## src/rtl/rs_gb_scheduler.sv

```systemverilog
// ---------------------------------------------------------------------------
// rs_gb_scheduler
//   Read sequencer for the row-stationary global buffer. A start request in
//   IDLE streams every weight address, then every fmap address, to the PE
//   array over a valid/ready handshake. It then waits for the PE array to
//   report completion and emits a one-cycle done pulse.
//
//   Ports
//     clk, rst_n    clock (rising edge), asynchronous active-low reset
//     start         one-cycle pass request, only honoured in IDLE
//     pe_ready      PE array accepts the current buffer word this cycle
//     pe_done       PE array finished computing (only honoured in WAIT_PE)
//     cs[1:0]       buffer chip select: [0] fmaps, [1] weight
//     we[1:0]       buffer write enable, constant 0 (read-only sequencer)
//     fmaps_addr    fmap read address
//     weight_addr   weight read address
//     w_valid       weight word valid (== cs[1])
//     f_valid       fmap word valid   (== cs[0])
//     busy          a pass is in progress
//     done          one-cycle pulse when the pass completes
//     stall_cnt     (RS_SCHED_STALL_CNT_EN only) count of stalled cycles
//                   (valid && !pe_ready) in the current pass, saturating
//
//   Optional feature macro: RS_SCHED_STALL_CNT_EN
// ---------------------------------------------------------------------------
module rs_gb_scheduler #(
    parameter int FMAP_DEPTH   = 19,
    parameter int WEIGHT_DEPTH = 38,
    parameter int FADDR_W      = 5,
    parameter int WADDR_W      = 6
) (
    input  logic               clk,
    input  logic               rst_n,
    input  logic               start,
    input  logic               pe_ready,
    input  logic               pe_done,
    output logic [1:0]         cs,
    output logic [1:0]         we,
    output logic [FADDR_W-1:0] fmaps_addr,
    output logic [WADDR_W-1:0] weight_addr,
    output logic               w_valid,
    output logic               f_valid,
    output logic               busy,
    output logic               done
`ifdef RS_SCHED_STALL_CNT_EN
    ,
    output logic [15:0]        stall_cnt
`endif
);

    typedef enum logic [2:0] {
        S_IDLE,
        S_LOAD_W,
        S_LOAD_F,
        S_WAIT_PE,
        S_DONE
    } state_t;

    localparam logic [WADDR_W-1:0] W_LAST = WADDR_W'(WEIGHT_DEPTH - 1);
    localparam logic [FADDR_W-1:0] F_LAST = FADDR_W'(FMAP_DEPTH - 1);

    state_t               state_q,       state_d;
    logic [1:0]           cs_q,          cs_d;
    logic [FADDR_W-1:0]   fmaps_addr_q,  fmaps_addr_d;
    logic [WADDR_W-1:0]   weight_addr_q, weight_addr_d;
    logic                 busy_q,        busy_d;
    logic                 done_q,        done_d;

    // Next-state and next-output computation. All outputs are registered, so
    // cs/addr for the following cycle are decided here.
    always_comb begin
        state_d       = state_q;
        cs_d          = cs_q;
        fmaps_addr_d  = fmaps_addr_q;
        weight_addr_d = weight_addr_q;
        busy_d        = busy_q;
        done_d        = 1'b0;

        unique case (state_q)
            S_IDLE: begin
                if (start) begin
                    state_d       = S_LOAD_W;
                    cs_d          = 2'b10;
                    weight_addr_d = '0;
                    fmaps_addr_d  = '0;
                    busy_d        = 1'b1;
                end
            end
            S_LOAD_W: begin
                if (pe_ready) begin
                    if (weight_addr_q == W_LAST) begin
                        // Switch straight from weight to fmap select so the
                        // two chip selects are never high together.
                        state_d       = S_LOAD_F;
                        cs_d          = 2'b01;
                        weight_addr_d = '0;
                        fmaps_addr_d  = '0;
                    end else begin
                        weight_addr_d = weight_addr_q + 1'b1;
                    end
                end
            end
            S_LOAD_F: begin
                if (pe_ready) begin
                    if (fmaps_addr_q == F_LAST) begin
                        state_d      = S_WAIT_PE;
                        cs_d         = 2'b00;
                        fmaps_addr_d = '0;
                    end else begin
                        fmaps_addr_d = fmaps_addr_q + 1'b1;
                    end
                end
            end
            S_WAIT_PE: begin
                if (pe_done) begin
                    state_d = S_DONE;
                    done_d  = 1'b1;
                    busy_d  = 1'b0;
                end
            end
            S_DONE: begin
                // start is deliberately not looked at here.
                state_d = S_IDLE;
            end
            default: begin
                state_d       = S_IDLE;
                cs_d          = '0;
                fmaps_addr_d  = '0;
                weight_addr_d = '0;
                busy_d        = 1'b0;
            end
        endcase
    end

    always_ff @(posedge clk or negedge rst_n) begin
        if (!rst_n) begin
            state_q       <= S_IDLE;
            cs_q          <= '0;
            fmaps_addr_q  <= '0;
            weight_addr_q <= '0;
            busy_q        <= 1'b0;
            done_q        <= 1'b0;
        end else begin
            state_q       <= state_d;
            cs_q          <= cs_d;
            fmaps_addr_q  <= fmaps_addr_d;
            weight_addr_q <= weight_addr_d;
            busy_q        <= busy_d;
            done_q        <= done_d;
        end
    end

    assign cs          = cs_q;
    assign we          = '0;
    assign fmaps_addr  = fmaps_addr_q;
    assign weight_addr = weight_addr_q;
    assign w_valid     = cs_q[1];
    assign f_valid     = cs_q[0];
    assign busy        = busy_q;
    assign done        = done_q;

`ifdef RS_SCHED_STALL_CNT_EN
    logic [15:0] stall_cnt_q, stall_cnt_d;

    // Cleared when a pass is accepted; counts handshake stalls and holds its
    // value after the pass so it can be read once done has pulsed.
    always_comb begin
        stall_cnt_d = stall_cnt_q;
        if (state_q == S_IDLE && start) begin
            stall_cnt_d = '0;
        end else if (cs_q != 2'b00 && !pe_ready && stall_cnt_q != '1) begin
            stall_cnt_d = stall_cnt_q + 16'd1;
        end
    end

    always_ff @(posedge clk or negedge rst_n) begin
        if (!rst_n) begin
            stall_cnt_q <= '0;
        end else begin
            stall_cnt_q <= stall_cnt_d;
        end
    end

    assign stall_cnt = stall_cnt_q;
`endif

endmodule

```

## config.mk

```make
export PLATFORM = sky130hd
export DESIGN_NAME = rs_gb_scheduler
export DESIGN_NICKNAME = d
export VERILOG_FILES = /design/src/rtl/rs_gb_scheduler.sv
export SDC_FILE = /design/constraint.sdc
export NUM_CORES = 1
export LEC_CHECK = 0
export CAP_MARGIN = 15
export CORE_ASPECT_RATIO = 0.75
export CORE_MARGIN = 2
export CORE_UTILIZATION = 30
export DETAILED_ROUTE_END_ITERATION = 8
export MAX_ROUTING_LAYER = met4
export PLACE_DENSITY = 0.58
export SYNTH_ARGS = -nofsm -noshare
export SYNTH_HDL_FRONTEND = slang
export SYNTH_SLANG_ARGS = --single-unit
```

## constraint.sdc

```tcl
create_clock -name clk -period 2.6 [get_ports clk]
set_input_delay 0.52 -clock clk [delete_from_list [all_inputs] [get_ports clk]]
set_output_delay 0.52 -clock clk [all_outputs]
set_load 0.005 [all_outputs]
```

* After elaboration in Yosys (flattened, before gate mapping)
Cells that the tools add are included.
** Word-level totals
- Bits of input ports :: 5
- Logic and storage cells :: 60
- Output and inout port bits :: 19
- Register bits :: 18
** Cells by class
- Reduce and logical (&&, ||, !) cells :: 9
- Bitwise gates (word level) :: 3
- Add/sub/neg operators :: 2
- Mux-type cells :: 28
- Equal/unequal tests :: 12
** Operators by type and width (count)
- $mux W5 :: 5
- $pmux W5 S4 :: 1
- $mux W3 :: 6
- $mux W6 :: 3
- $pmux W6 S3 :: 1
- $ne A2 B2 Y1 const B :: 6
- $pmux W3 S4 :: 1
- $reduce_and A6 Y1 :: 2
- $mux W2 :: 5
- $pmux W2 S4 :: 1
- $add A6 B1 Y6 const B :: 1
- $eq A3 B2 Y1 const B :: 2
- $eq A6 B6 Y1 const B :: 1
- $reduce_and A3 Y1 :: 2
- $reduce_or A3 Y1 :: 2
- $add A5 B1 Y5 const B :: 1
- $eq A5 B5 Y1 const B :: 1
- $reduce_and A5 Y1 :: 1
- $mux W1 :: 4
- $eq A3 B1 Y1 const B :: 1
- $eq A3 B3 Y1 const B :: 1
- $logic_not A3 Y1 :: 1
- $not A1 Y1 :: 3
- $pmux W1 S3 :: 1
- $reduce_or A2 Y1 :: 1

* Depth between registers and ports, before layout
- Word-level depth :: 4
- Gate-level depth with buffers :: 6
- Depth with buffers taken out :: 6

* Worst setup path after synthesis
Ideal clock, no wire load.
- Path kind :: register -> register
- Start point :: register fmaps_addr_q[0], in the netlist fmaps_addr[0]
- End point :: register cs_q[0], in the netlist cs[0]
- Buffers on the path :: 0
- Required time :: 2472 ps
- Setup time :: 128 ps
- Cell stages (with the launch flop) :: 7
- Clock period less this slack :: 1805 ps
- Setup slack :: 795 ps
- Data arrival time :: 1677 ps
- Path through :: dfrtp_1 -> inv_1 -> ha_1 -> nor4bb_1 -> nor3_2 -> nor4_4 -> mux2_1
** Between the ends
- Cells in the longest elaborated chain, start to end :: 3
** RTL lines
- start: declaration :: RTL line 64 : logic [FADDR_W-1:0] fmaps_addr_q, fmaps_addr_d;
- start signal: assignment :: RTL line 146 : fmaps_addr_q <= fmaps_addr_d;
- $eq A5 B5 Y1 :: RTL line 105 : if (fmaps_addr_q == F_LAST) begin
- $ne A2 B2 Y1 (no line)
- $reduce_and A6 Y1 (no line)
- end signal: assignment :: RTL line 145 : cs_q <= cs_d;
- end: declaration :: RTL line 63 : logic [1:0] cs_q, cs_d;
No other way between the ends.
A chain may end at the register's enable or synchronous reset.

* Final worst setup path
- Start point :: input port pe_ready
- End point :: register fmaps_addr_q[2], in the netlist fmaps_addr[2]
** Between the ends
- Cells in the longest elaborated chain, start to end :: 2
- Elaborated cells on any way between the ends :: 3
- Classes of those cells :: eq/ne (2); reduce/logical (1)
** RTL lines
- start: declaration :: RTL line 35 : input logic pe_ready,
- $ne A2 B2 Y1 (no line)
- $reduce_and A5 Y1 (no line) (*)
Every way passes the cells marked *; elsewhere a longest branch is shown, timed or not.

==> flow_summary_export.csv <==
group,metric,value,unit
cells_and_area,design_area,1435,um2
die,coreArea,3661,um2
grt,grt_usage,13.58,%
sta,finalMaxSlewViolations,0,
cts,clock_latency,0.25,ns
power,p_clk_share,21.6,%
cells_and_area,final_nets,146,
setup_path,r2r_cells,4,
cells_and_area,syn_to_final_growth,25.63,%
detailed_routing,wirelength,2.606,mm
min_path,hold_depth,1,
power,leakagePower,0.5842,nW
placed_design,dp_hpwl,1.880,mm
sta,timing.fmax,0.4868,GHz
cts,cts_htree_levels,1,
synthesis,synth_warnings,0,
cells_and_area,antenna_cells,0,
cts,clkTransAtPathRegs,0.07,ns
setup_path,r2r_start,"state_q[2]$_DFFE_PN0P_",
power,switching_share,34.07,%
detailed_routing,ant_nets,0,
sta,setup-violations-final,0,
detailed_routing,vias,935,
sta,fin_setup_tns,0,ns
cts,cts-root-buf,"clkbuf_8",
detailed_routing,dr.pass1.iters,4,
min_path,holdPathEnd,"cs[1]$_DFFE_PN0P_",
cts,clk_path_buf_depth,2,
setup_path,worstSetupStartpointType,"primary input",
synthesis,synth_area_leader_cell,"dfrtp_1",
die,die_w,75.26,um
die,dieArea,4323,um2
synthesis,ys_types,46,
power,combPwrFrac,38.3,%
cts,cts-buffers-inserted,3,
grt,grt_antenna_before_repair,0,
min_path,hp-class,"reg -> reg",
placed_design,placed_cell_area,1380,um2
die,die-height,57.44,um
cts,cts_tree,"built",
cts,clock_sinks,18,
synthesis,synth_top_flop_cell,"dfrtp_1",
grt,grt_max_degree,19,
die,io_pins,24,
sta,hold_violations,0,
grt,grt_pass1_wl,4.443,mm
sta,rsz0062_at_grt,"false",
grt,grt_pass1_vias,932,
job,drv_cap,0,
synthesis,netlist_instances,115,
power,peakVddDrop,0.0004081,V
setup_path,cp_cell_sequence,"clkdlybuf4s50_1 -> and4b_1 -> a211oi_2 -> or2_1 -> o31ai_1",
setup_path,r2r-end,"cs[0]$_DFFE_PN0P_",
cts,cts_resized,0,
synthesis,synthesis.area,1142,um2
setup_path,r2r_setup_slack,0.59,ns
sta,skew,0.004264,ns
detailed_routing,wl_per_cell,13.86,um
synthesis,synth_top_area_share,39.43,%
cts,hold_buffers,0,
die,start_util,31.20,%
synthesis,ys_seq_area_share,39.43,%
setup_path,worst_path_max_delay_cell,"clkdlybuf4s50_1",
synthesis,synth_area_leaders,"dfrtp_1, ha_1, buf_4, inv_1, nand2_1",
detailed_routing,drc,0,
die,rows,19,
power,p_sw,0.3584,mW
power,pwr-share-seq,40.2,%
synthesis,async_flop_share,100.0,%
setup_path,worstPathMaxFanout,6,
synthesis,synth-edff-count,0,
power,internal_power,0.6937,mW
placed_design,globalplace.congestion,0.7836,
power,power_density,733.1,nW/um2
cells_and_area,drive_gt1_share,12.50,%
detailed_routing,drt_iter0_markers,70,
cells_and_area,fillers,379,
synthesis,synth.avg_cell_area,9.933,um2
placed_design,place.port_buffers,21,
setup_path,worst-endpoint-arrival,2.18,ns
setup_path,critPathCaptureType,"flip-flop",
sta,period_minus_slack,2.054,ns
setup_path,worstSetupPathType,"in -> reg",
outcome,outcome,"completed",
setup_path,crit_required,2.73,ns
min_path,hp-start,"cs[1]$_DFFE_PN0P_",
cts,post_cts_buffers,0,
synthesis,ys_ff_latch,18,
detailed_routing,viasPerCell,4.973,
sta,period_share,79.01,%
setup_path,critPathMaxStageDelay,0.51,ns
grt,grt.overflow.total,0,
[worst max-delay path: cells and delay by family]
kind                   cells  cell delay (ns)
AO/OA/AOI/OAI              2             0.58
AND/OR/NAND/NOR            2             0.57
buffers and inverters      1             0.51
[placed cells by master, fill, tap and decap left out, types with 2 or more instances in the layout]
| cell type | n |
|---|---|
| a21oi_1 | 4 |
| a22o_1 | 3 |
| a311oi_1 | 2 |
| and3_1 | 2 |
| buf_4 | 3 |
| clkbuf_8 | 4 |
| clkdlybuf4s50_1 | 21 |
| conb_1 | 2 |
| dfrtp_1 | 18 |
| ha_1 | 4 |
| inv_1 | 8 |
| mux2_1 | 2 |
| nand2_1 | 7 |
| nand2b_1 | 3 |
| nand3_1 | 5 |
| nor2_1 | 7 |
| nor3_1 | 3 |
| o21ai_1 | 5 |
| o22ai_1 | 3 |
| o31ai_1 | 3 |
| o41ai_1 | 2 |
| or3_1 | 2 |
[stage by stage]
step / utilization (%) / power, mW / hold WS, ns / std cells / worst slack (ns)
floorplan: - / 0.6463 / 0.2244 / 116 / 0.7953
global placement: 37.70 / 0.8169 / 0.5215 / 184 / 0.3692
detailed placement: 37.70 / 0.8295 / 0.5238 / 184 / 0.3118
CTS: 39.20 / 1.068 / 0.5542 / 188 / 0.5607
global route: 39.20 / 1.134 / 0.5675 / 188 / 0.4545
finish: 39.20 / 1.052 / 0.5379 / 188 / 0.5457
[state kept, by name (all words and copies together), names as in the netlist]
name / count
cs: 2
fmaps_addr: 5
state_q: 3
busy: 1
done: 1
weight_addr: 6
[final cells by class]
| cell class | instances | area [um2] | area share (%) |
|---|---|---|---|
| Tap cell | 52 | 65.06 | 4.534 |
| Inverter | 8 | 30.03 | 2.092 |
| Timing Repair Buffer | 24 | 232.7 | 16.22 |
| Clock buffer | 4 | 55.05 | 3.836 |
| Sequential cell | 18 | 450.4 | 31.39 |
| Multi-Input combinational cell | 82 | 601.8 | 41.94 |
[metal layers]
| metal | routed length (um) | track usage [%] |
|---|---|---|
| met1 | 1326 | 19.85 |
| met2 | 1132 | 18.92 |
| met3 | 147 | 3.887 |
| met4 | 0 | 2.256 |
| met5 | 0 | - |
[power groups by stage]
stage          registers, mW  logic [mW]  clock network (mW)
6_report               0.422       0.403               0.227
5_1_grt                0.436       0.448               0.250
4_1_cts                0.423       0.408               0.238
3_5_place_dp           0.426       0.403                   0
3_3_place_gp           0.422       0.395                   0
2_1_floorplan          0.405       0.241                   0
[worst max-delay path by stage]
stage	start	to	slack, ns
4_1_cts	state_q[2]$_DFFE_PN0P_	cs[0]$_DFFE_PN0P_	0.56
2_1_floorplan	fmaps_addr[0]$_DFFE_PN0P_	cs[0]$_DFFE_PN0P_	0.80
3_5_place_dp	pe_ready	fmaps_addr[2]$_DFFE_PN0P_	0.31
3_3_place_gp	pe_ready	fmaps_addr[4]$_DFFE_PN0P_	0.37
6_report	pe_ready	fmaps_addr[2]$_DFFE_PN0P_	0.55
5_1_grt	pe_ready	fmaps_addr[2]$_DFFE_PN0P_	0.45
[cell families (layout without fill, tap and decap cells)]
group,count (synthesis),count (layout),synth area share (%)
buffers and inverters,16,36,8.215
AND/OR/NAND/NOR,42,42,23.55
other,1,2,0.3283
flip-flops,18,18,39.43
multiplexers,2,2,1.971
adder cells (fa/ha/maj),4,4,4.381
AO/OA/AOI/OAI,31,31,21.36
XOR/XNOR,1,1,0.7668
[synth_stat cells (2+ instances only)]
| library cell | instances |
|---|---|
| dfrtp_1 | 18 |
| inv_1 | 8 |
| nand2_1 | 7 |
| nor2_1 | 7 |
| nand3_1 | 5 |
| o21ai_1 | 5 |
| a21oi_1 | 4 |
| buf_4 | 4 |
| ha_1 | 4 |
| a22o_1 | 3 |
| nand2b_1 | 3 |
| nor3_1 | 3 |
| o22ai_1 | 3 |
| o31ai_1 | 3 |
| a311oi_1 | 2 |
| and3_1 | 2 |
| buf_6 | 2 |
| mux2_1 | 2 |
| o41ai_1 | 2 |
| or3_1 | 2 |
(Power assumes the default switching activity.)
